[src/rtl/tictac_pkg.sv]
// Shared board encoding, result codes, score constants and FSM states
// for the tic-tac-toe AI move engine.
package tictac_pkg;

    localparam int CELL_W    = 2;
    localparam int NUM_CELLS = 9;
    localparam int BOARD_W   = CELL_W * NUM_CELLS;

    localparam logic [CELL_W-1:0] CELL_EMPTY = 2'd0;
    localparam logic [CELL_W-1:0] CELL_HUMAN = 2'd1;
    localparam logic [CELL_W-1:0] CELL_AI    = 2'd2;

    typedef enum logic [1:0] {
        RES_NONE = 2'd0,
        RES_P1   = 2'd1,
        RES_P2   = 2'd2,
        RES_DRAW = 2'd3
    } result_e;

    typedef logic signed [2:0] score_t;

    localparam score_t SCORE_NEG2 = -3'sd2;
    localparam score_t SCORE_LOSS = -3'sd1;
    localparam score_t SCORE_DRAW = 3'sd0;
    localparam score_t SCORE_WIN  = 3'sd1;
    localparam score_t SCORE_POS2 = 3'sd2;

    typedef enum logic [2:0] {
        ST_IDLE,
        ST_CHECK,
        ST_OUTER,
        ST_INNER,
        ST_FINISH
    } state_e;

    function automatic logic [CELL_W-1:0] cell_at(input logic [BOARD_W-1:0] b,
                                                  input logic [3:0]         idx);
        return b[int'(idx)*CELL_W +: CELL_W];
    endfunction

    function automatic logic [BOARD_W-1:0] place(input logic [BOARD_W-1:0] b,
                                                 input logic [3:0]         idx,
                                                 input logic [CELL_W-1:0]  code);
        logic [BOARD_W-1:0] r;
        r = b;
        r[int'(idx)*CELL_W +: CELL_W] = code;
        return r;
    endfunction

endpackage

[src/rtl/board_eval.sv]
// Combinational board evaluator: first completed line (rows, cols, diags)
// wins, otherwise draw when full, otherwise no result.
module board_eval
    import tictac_pkg::*;
(
    input  logic [BOARD_W-1:0] board_i,
    output logic [1:0]         result_o
);

    logic [CELL_W-1:0] c        [NUM_CELLS];
    logic [CELL_W-1:0] line_val [8];
    logic              any_empty;

    always_comb begin
        for (int k = 0; k < NUM_CELLS; k++) begin
            c[k] = board_i[k*CELL_W +: CELL_W];
        end
    end

    // ANDing the codes leaves a nonzero value only when all three cells match.
    assign line_val[0] = c[0] & c[1] & c[2];
    assign line_val[1] = c[3] & c[4] & c[5];
    assign line_val[2] = c[6] & c[7] & c[8];
    assign line_val[3] = c[0] & c[3] & c[6];
    assign line_val[4] = c[1] & c[4] & c[7];
    assign line_val[5] = c[2] & c[5] & c[8];
    assign line_val[6] = c[0] & c[4] & c[8];
    assign line_val[7] = c[6] & c[4] & c[2];

    always_comb begin
        // NOTE: every combinational output gets a default first so no latch is inferred.
        any_empty = 1'b0;
        for (int k = 0; k < NUM_CELLS; k++) begin
            if (c[k] == CELL_EMPTY) any_empty = 1'b1;
        end
        result_o = any_empty ? RES_NONE : RES_DRAW;
        for (int l = 7; l >= 0; l--) begin
            if (line_val[l] != RES_NONE) result_o = line_val[l];
        end
    end

endmodule

[src/rtl/ai_move_engine.sv]
// Two-ply minimax move search: each empty cell is tried for the AI and,
// when undecided, scored by the human's best single reply.
module ai_move_engine
    import tictac_pkg::*;
#(
    parameter logic [1:0] HUMAN_CODE = CELL_HUMAN,
    parameter logic [1:0] AI_CODE    = CELL_AI
) (
    input  logic               clk,
    input  logic               rst,
    input  logic               start,
    input  logic [BOARD_W-1:0] board_in,
    output logic               busy,
    output logic               done,
    output logic [3:0]         move,
    output logic               no_move
);

    localparam logic [3:0] LAST_CELL = 4'd8;

    state_e             state_q;
    logic [BOARD_W-1:0] board_q;
    logic [3:0]         i_q;
    logic [3:0]         j_q;
    score_t             best_q;
    logic [3:0]         best_move_q;
    score_t             min_q;
    logic               busy_q;
    logic               done_q;
    logic [3:0]         move_q;
    logic               no_move_q;

    logic [BOARD_W-1:0] outer_board;
    logic [BOARD_W-1:0] inner_board;
    logic [BOARD_W-1:0] outer_in;
    logic [1:0]         outer_res;
    logic [1:0]         inner_res;
    logic               outer_empty;
    logic               inner_empty;
    score_t             outer_score;
    score_t             inner_score;
    score_t             min_d;

    assign outer_board = place(board_q, i_q, AI_CODE);
    assign inner_board = place(outer_board, j_q, HUMAN_CODE);
    assign outer_empty = (cell_at(board_q, i_q) == CELL_EMPTY);
    assign inner_empty = (cell_at(outer_board, j_q) == CELL_EMPTY);

    // The outer evaluator doubles as the game-over check on the raw board.
    assign outer_in = (state_q == ST_CHECK) ? board_q : outer_board;

    board_eval u_eval_outer (.board_i(outer_in),    .result_o(outer_res));
    board_eval u_eval_inner (.board_i(inner_board), .result_o(inner_res));

    always_comb begin
        outer_score = (outer_res == AI_CODE) ? SCORE_WIN : SCORE_DRAW;
        inner_score = SCORE_DRAW;
        if (inner_res == HUMAN_CODE)   inner_score = SCORE_LOSS;
        else if (inner_res == AI_CODE) inner_score = SCORE_WIN;
        min_d = min_q;
        if (inner_empty && (inner_score < min_q)) min_d = inner_score;
    end

    always_ff @(posedge clk) begin
        // NOTE: all state uses non-blocking assignments so every register samples pre-edge values.
        if (rst) begin
            state_q     <= ST_IDLE;
            board_q     <= '0;
            i_q         <= '0;
            j_q         <= '0;
            best_q      <= SCORE_NEG2;
            best_move_q <= '0;
            min_q       <= SCORE_POS2;
            busy_q      <= 1'b0;
            done_q      <= 1'b0;
            move_q      <= '0;
            no_move_q   <= 1'b0;
        end else begin
            done_q <= 1'b0;
            case (state_q)
                ST_IDLE: begin
                    if (start && !done_q) begin
                        board_q <= board_in;
                        busy_q  <= 1'b1;
                        state_q <= ST_CHECK;
                    end
                end
                ST_CHECK: begin
                    i_q         <= '0;
                    best_q      <= SCORE_NEG2;
                    best_move_q <= '0;
                    state_q     <= (outer_res != RES_NONE) ? ST_FINISH : ST_OUTER;
                end
                ST_OUTER: begin
                    if (outer_empty && (outer_res == RES_NONE)) begin
                        j_q     <= '0;
                        min_q   <= SCORE_POS2;
                        state_q <= ST_INNER;
                    end else begin
                        if (outer_empty && (outer_score > best_q)) begin
                            best_q      <= outer_score;
                            best_move_q <= i_q;
                        end
                        if (i_q == LAST_CELL) state_q <= ST_FINISH;
                        else                  i_q     <= i_q + 1'b1;
                    end
                end
                ST_INNER: begin
                    min_q <= min_d;
                    if (j_q == LAST_CELL) begin
                        if (min_d > best_q) begin
                            best_q      <= min_d;
                            best_move_q <= i_q;
                        end
                        if (i_q == LAST_CELL) begin
                            state_q <= ST_FINISH;
                        end else begin
                            i_q     <= i_q + 1'b1;
                            state_q <= ST_OUTER;
                        end
                    end else begin
                        j_q <= j_q + 1'b1;
                    end
                end
                ST_FINISH: begin
                    done_q    <= 1'b1;
                    busy_q    <= 1'b0;
                    move_q    <= best_move_q;
                    no_move_q <= (best_q == SCORE_NEG2);
                    state_q   <= ST_IDLE;
                end
                default: state_q <= ST_IDLE;
            endcase
        end
    end

    assign busy    = busy_q;
    assign done    = done_q;
    assign move    = move_q;
    assign no_move = no_move_q;

endmodule

[config.mk]
export PLATFORM = sky130hd
export DESIGN_NAME = ai_move_engine
export DESIGN_NICKNAME = d
export VERILOG_FILES = /design/src/rtl/tictac_pkg.sv /design/src/rtl/board_eval.sv /design/src/rtl/ai_move_engine.sv
export SDC_FILE = /design/constraint.sdc
export NUM_CORES = 1
export LEC_CHECK = 0
export CORE_ASPECT_RATIO = 1.75
export CORE_MARGIN = 3
export CORE_UTILIZATION = 55
export CTS_CLUSTER_DIAMETER = 80
export CTS_CLUSTER_SIZE = 8
export DETAILED_ROUTE_END_ITERATION = 16
export PLACE_DENSITY = 0.75
export SETUP_SLACK_MARGIN = 0.5
export SLEW_MARGIN = 0
export SYNTH_ARGS = -nofsm -noshare
export SYNTH_HDL_FRONTEND = slang
export SYNTH_SLANG_ARGS = --single-unit
export TNS_END_PERCENT = 1
[constraint.sdc]
create_clock -name clk -period 10.59 [get_ports clk]
set_input_delay 2.118 -clock clk [delete_from_list [all_inputs] [get_ports clk]]
set_output_delay 2.118 -clock clk [all_outputs]
set_load 0.01 [all_outputs]
==> flow_summary.json <==
{
  "regToRegEndpoint": "best_q[2]$_SDFFE_PP1P_",
  "async_set_or_reset_register_ratio_after_synthesis_pct": 0,
  "synth-main-ff-cell": "dfxtp_1",
  "post_dp_hpwl_mm": 11.1,
  "period_needed_ps": 7890,
  "outcome": "completed",
  "routed_via_density": 6.99,
  "switching_share_pct": 40.6,
  "setup_total_negative_slack_ps": 0,
  "clockBufferDepth": 2,
  "dpl-instance-area_um2": 4410,
  "die_width_um": 71.6,
  "worst_path_dominant_cell_family": "compound AO/OA/AOI/OAI gates",
  "hold_path_end": "move[3]$_SDFFE_PP0P_",
  "synth_fa_ha_area_share_pct": 5.43,
  "drt_first_iter_violations": 579,
  "grt_max_degree": 45,
  "internal_power_mw": 0.381,
  "syn_inst": 561,
  "cts-buffers-inserted": 5,
  "clock_h_tree_levels": 2,
  "final_weighted_congestion_of_routability_driven_global_placement": 1.05,
  "p_seq_share_pct": 33.6,
  "synth-compound-area-share_pct": 32.3,
  "worst_slew_pin_slew_ps": 967,
  "max_cap_viol_count": 0,
  "timing.final.setup_violations": 0,
  "post_synth_most_frequent_cells": "68 x nand2_1, 59 x a21oi_1, 50 x nor2_1",
  "postSynthNetCount": 600,
  "cts_tree": "yes",
  "drv_slew": 0,
  "fin_cells": 654,
  "fmaxAchievable_mhz": 127,
  "critical_path_cell_count": 23,
  "slowest_stage": "dfxtp_1",
  "netlist_top_cells_area": "dfxtp_1 22%, a21oi_1 7.1%, nand2_1 6.2%",
  "total_leakage_power_nw": 1.54,
  "critical-path-max-stage-delay_ps": 850,
  "clock_latency_ps": 290,
  "synth_sequential_area_ratio_pct": 22.2,
  "worst_clock_skew_ps": 6.17,
  "ctsResizeCount": 0,
  "initial_core_util_pct": 56.9,
  "io_buffer_count": 27,
  "dpl_worst_slack_ps": 2940,
  "yosysMostFrequentCell": "nand2_1",
  "cts.hold.buffers_added": 0,
  "syn_area_um2": 4140,
  "synth_simple_gate_area_share_pct": 31.1,
  "timing.setup.critical_path_class": "register to register",
  "worstRegToRegCells": 23,
  "synth.mux.area_fraction_pct": 2.17,
  "clock_tree.root_cell": "clkbuf_16",
  "io_pins": 28,
  "grt_pass1_wl_mm": 23.9,
  "numPlacedInstances": 646,
  "die_h_um": 121,
  "critical_path.reg2reg.startpoint": "i_q[2]$_SDFFE_PP0P_",
  "worst_reg_to_reg_setup_slack_ps": 2700,
  "grt_setup_unrepaired": "no",
  "finalHoldViolCount": 0,
  "design.final.nets": 606,
  "power_per_cell_area_nw_per_um2": 140,
  "synth_enable_flop_cells": 0,
  "worst_ep_arrival_time_ps": 8080,
  "highest_ir_drop_seen_on_vdd_v": 0.000126,
  "worst_slew_margin_rel_pct": 34.7,
  "core_region_area_um2": 7280,
  "postLayoutSetupSlackWorst_ps": 2700,
  "wirelength_mm": 14.6,
  "n_antenna_cell": 0,
  "synth.top_cell.area_share_pct": 22.2,
  "synthesis.yosys.warnings": 0,
  "routed-via-count": 4570,
  "clk_pin_slew_ps": 60,
  "min_period_over_period_pct": 74.5,
  "grt_pass1_vias": 4631,
  "design.die.area_um2": 8650,
  "detail_route.first_pass.iterations": 5,
  "layout-drive-gt1-share_pct": 8.10,
  "synth_top_family_by_area": "compound AO/OA/AOI/OAI gates",
  "power.combinational.fraction_pct": 40.0,
  "utilization_pct": 62.7,
  "hold_path.class": "register to register",
  "synthDominantAreaCellType": "dfxtp_1",
  "share_clk_of_total_power_pct": 26.4,
  "antenna_found_initial": 0,
  "syn_area_per_cell_um2": 7.39,
  "xor_xnor_portion_of_the_synthesized_cell_area_pct": 1.90,
  "critPathCaptureType": "register",
  "post-cts-setup-buffers": 0,
  "ant_nets": 0,
  "detail_route.drc_violations": 0,
  "post_synthesis_sequential_element_count": 46,
  "total_switching_power_mw": 0.260,
  "layout.cell_area.non_filler_um2": 4570,
  "wl_per_cell_um": 22.4,
  "critPathRequiredTime_ps": 10770,
  "path_common_cell": "ha_1",
  "min-delay-start": "move[3]$_SDFFE_PP0P_",
  "area_growth_pct": 10.2,
  "hold_path_depth": 2,
  "worst-path-buf-inv": 0,
  "clock-sinks": 46,
  "critical_path.max_fanout": 23,
  "grt_usage_pct": 35.3,
  "worst_setup_path_start_kind": "register",
  "synth.distinct_cells": 84,
  "rows": 41,
  "grt-ovfl-total": 0,
  "crit_path_cell_trace": "nor3_1 > ha_1 > nor4b_4 > a21boi_0 > a2111oi_0 > o21ai_1 > a211oi_1 > o21ai_1 > and2_1 > ha_1 > nor3b_1 > o21ai_0 > nor2_1 > nor4_1 > a21o_1 > ha_1 > a21oi_1 > a21oi_1 > a311o_1 > a221oi_2 > nand3_1 > nand2b_1 > a31o_1"
}
how the worst max path moves through the flow:
| stage | startpoint | to | slack (ps) |
|---|---|---|---|
| 6_report | i_q[2]$_SDFFE_PP0P_ | best_q[2]$_SDFFE_PP1P_ | 2700 |
| 5_1_grt | i_q[2]$_SDFFE_PP0P_ | best_q[2]$_SDFFE_PP1P_ | 2060 |
| 4_1_cts | i_q[2]$_SDFFE_PP0P_ | best_q[2]$_SDFFE_PP1P_ | 2890 |
| 3_5_place_dp | i_q[2]$_SDFFE_PP0P_ | best_q[2]$_SDFFE_PP1P_ | 2940 |
| 3_3_place_gp | i_q[2]$_SDFFE_PP0P_ | best_q[2]$_SDFFE_PP1P_ | 3090 |
| 2_1_floorplan | i_q[2]$_SDFFE_PP0P_ | best_q[2]$_SDFFE_PP1P_ | 4420 |
area by class of cell:
cell class	count	area, um2
timing repair buffer	29	285
clock buffer	7	153
fill	672	2720
sequential	46	921
inverter	17	63.8
tap	86	108
multi-input combinational	468	3030
clock inverter	1	8.76
power groups by stage:
stage	sequential (mW)	clock [mW]	combinational (mW)
floorplan	0.201	0	0.196
detailed placement	0.218	0	0.246
finish	0.216	0.169	0.256
global route	0.218	0.176	0.280
global placement	0.218	0	0.243
CTS	0.214	0.171	0.249
flip-flops by register name, indices dropped and copies added (netlist names):
register	cells
state_q	3
no_move	1
move	4
j_q	4
best_move_q	4
busy	1
best_q	3
done	1
min_q	3
board_q	18
i_q	4
per-stage QoR:
step / hold slack (ps) / power, mW
after floorplan: 444 / 0.397
after global routing: 485 / 0.675
after CTS: 464 / 0.634
final: 462 / 0.641
after global placement: 444 / 0.461
after detailed placement: 453 / 0.464
cell families after synthesis:
group | count (synthesis)
AO/OA/AOI/OAI | 193
XOR/XNOR | 9
adder cells (fa/ha/maj) | 18
buffers and inverters | 47
flip-flops | 46
multiplexers | 4
AND/OR/NAND/NOR | 244
layer usage:
layer | global-route usage [%] | vias to the layer above | wire length [um]
li1 | - | 2111 | -
met1 | 39.2 | 2144 | 5330
met2 | 60.3 | 235 | 7350
met3 | 5.82 | 80 | 863
met4 | 23.9 | 0 | 1100
met5 | 0 | - | 0
tightest hold or removal path, stage by stage (launching register included):
cell and delay (ps):
dfxtp_1 310, nand2_1 50, a21oi_1 50
placed cells by master, fill, tap and decap left out, types with 8 or more instances in the layout:
cell type,instances
nand2_1,68
inv_1,17
o211ai_1,11
a31oi_1,11
nand3_1,22
nor2b_1,10
o21ai_0,26
nor2_1,50
a211oi_1,9
nand2b_1,13
dfxtp_1,46
nor3_1,22
o21ai_1,8
clkdlybuf4s50_1,27
ha_1,18
a21oi_1,59
(Power assumes the default switching activity.)
==> RTL edit (same settings) <==
Register the output `move` once more, without a reset; this adds one clock of latency there. The other outputs are not delayed to match.
--- a/src/rtl/ai_move_engine.sv
+++ b/src/rtl/ai_move_engine.sv
@@ -137,5 +137,7 @@
     assign busy    = busy_q;
     assign done    = done_q;
-    assign move    = move_q;
+    always_ff @(posedge clk) begin
+        move <= move_q;
+    end
     assign no_move = no_move_q;
 
Formal check against the unedited RTL: same outputs for any inputs over 10 cycles, from zero or initial values and one cycle with rst high; that may be too few to reach the edited logic, so the function may still have changed.
==> RTL edit against the unedited design <==
  * Global-route usage shrank 1.5 points
  * Sequential cell count grew 4
  * Total power increased by 0.26%
  * Setup slack better by 0.62 ns
  * Routed wire length shrank 3.7%
  * Final area down 1.4%
  * Sequential share of layout area rose by 2.1 points
  * Clock skew barely moved
  * Area after synthesis decreased by 2.1%
  * Critical endpoint is now best_q[0]$_SDFFE_PP0P_
  * Largest cell class unchanged
  * Largest power group is now sequential cells
==> RTL edit: results <==
[placed_design]
place_hpwl_mm = 10.88
dpl.cell_count = 633
place.gp.congestion = 1.028
detailedPlace.worstSlack_ns = 3.494
place.port_buffers = 27
area_post_placement_um2 = 4335

[synth]
synth_top_cells_by_area = "sky130_fd_sc_hd__dfxtp_1 25%, sky130_fd_sc_hd__nand2_1 7.3%, sky130_fd_sc_hd__a21oi_1 6.3%"
netlist-cell-type-count = 86
synth_fp_nets = 584
synthesis.instances = 545
seq_area_frac_synth_pct = 24.68
yosys-top-cells-count = "79 x sky130_fd_sc_hd__nand2_1, 51 x sky130_fd_sc_hd__a21oi_1, 50 x sky130_fd_sc_hd__dfxtp_1, 37 x sky130_fd_sc_hd__nor2_1, 32 x sky130_fd_sc_hd__nor3_1"

[final_layout]
largest_register = "board_q"
final_layout_size_suffix_gt1_share_pct = 7.002
num-nets-final = 595
finalNonFillerCells = 641

[power]
sw_frac_of_total_pct = 38.22
vdd_drop_max_mv = 0.1373
cellLeakagePower_nw = 1.591

[route]
initial_detailed_routing_violation_count = 486
post_drt_wl_per_cell_um = 21.99
route.detailed.vias_per_inst = 7.020

[setup_path]
worst-path-max-fanout = 16
cp_slowest_cell = "sky130_fd_sc_hd__xor2_1"
crit_start = "i_q[0]$_SDFFE_PP0P_"

[global_route]
grt_start_max_net_pins = 47
first_global_vias = 4290
wire_length_of_the_first_global_routing_pass_mm = 22.71

[clocking]
cts_setup_buffers = 0
cts.htree.levels = 2
cts.reportedPaths.clkPinSlew_ns = 0.07

[outcome]
status = "complete, no violations"

[sta]
maximum_clock_skew_at_final_layout_ns = 0.006185
timing_worst_slew_pin_value_ns = 0.9968

[min_path]
hold_path_startpoint = "move_q[2]$_SDFFE_PP0P_"
-- RTL edit: kinds of logic (layout without fill, tap and decap cells) --
| family | Yosys count | after routing | synth area share [%] |
|---|---|---|---|
| AO/OA/AOI/OAI | 165 | 165 | 28.73 |
| XOR/XNOR | 6 | 6 | 1.667 |
| adder cells (fa/ha/maj) | 18 | 18 | 5.554 |
| buffers and inverters | 47 | 59 | 4.998 |
| flip-flops | 50 | 50 | 24.68 |
| multiplexers | 8 | 8 | 2.931 |
| AND/OR/NAND/NOR | 251 | 251 | 31.44 |
-- RTL edit: per-layer routing --
layer  track usage, %  up-vias  wire [um]
met3            3.772       98        841
met4            21.76        0       1130
met1            39.40     2102       5083
met2            57.44      254       7041
li1                 -     2046          -
met5                0        -          0
-- RTL edit: final cells by class --
class / instances / area, um2
clock buffer: 5 / 125.1
clock inverter: 3 / 43.79
fill: 621 / 2502
inverter: 21 / 78.83
multi-input combinational: 448 / 2858
sequential: 50 / 1001
tap: 84 / 105.1
timing repair buffer: 30 / 292.8
-- RTL edit: worst paths after layout --
path | cells after the start | end | slack (ns)
max | 27 | best_q[0]$_SDFFE_PP0P_ | 3.31
min | 0 | move[2]$_DFF_P_ | 0.35
max reg2reg | 27 | best_q[0]$_SDFFE_PP0P_ | 3.31
min reg2reg | 0 | move[2]$_DFF_P_ | 0.35
-- RTL edit: power by group through the flow --
stage / registers (W) / clock network (W) / logic (W)
2_1_floorplan: 0.000220 / 0 / 0.000165
3_3_place_gp: 0.000238 / 0 / 0.000209
4_1_cts: 0.000234 / 0.000186 / 0.000217
6_report: 0.000236 / 0.000184 / 0.000222
3_5_place_dp: 0.000238 / 0 / 0.000216
5_1_grt: 0.000237 / 0.000191 / 0.000243
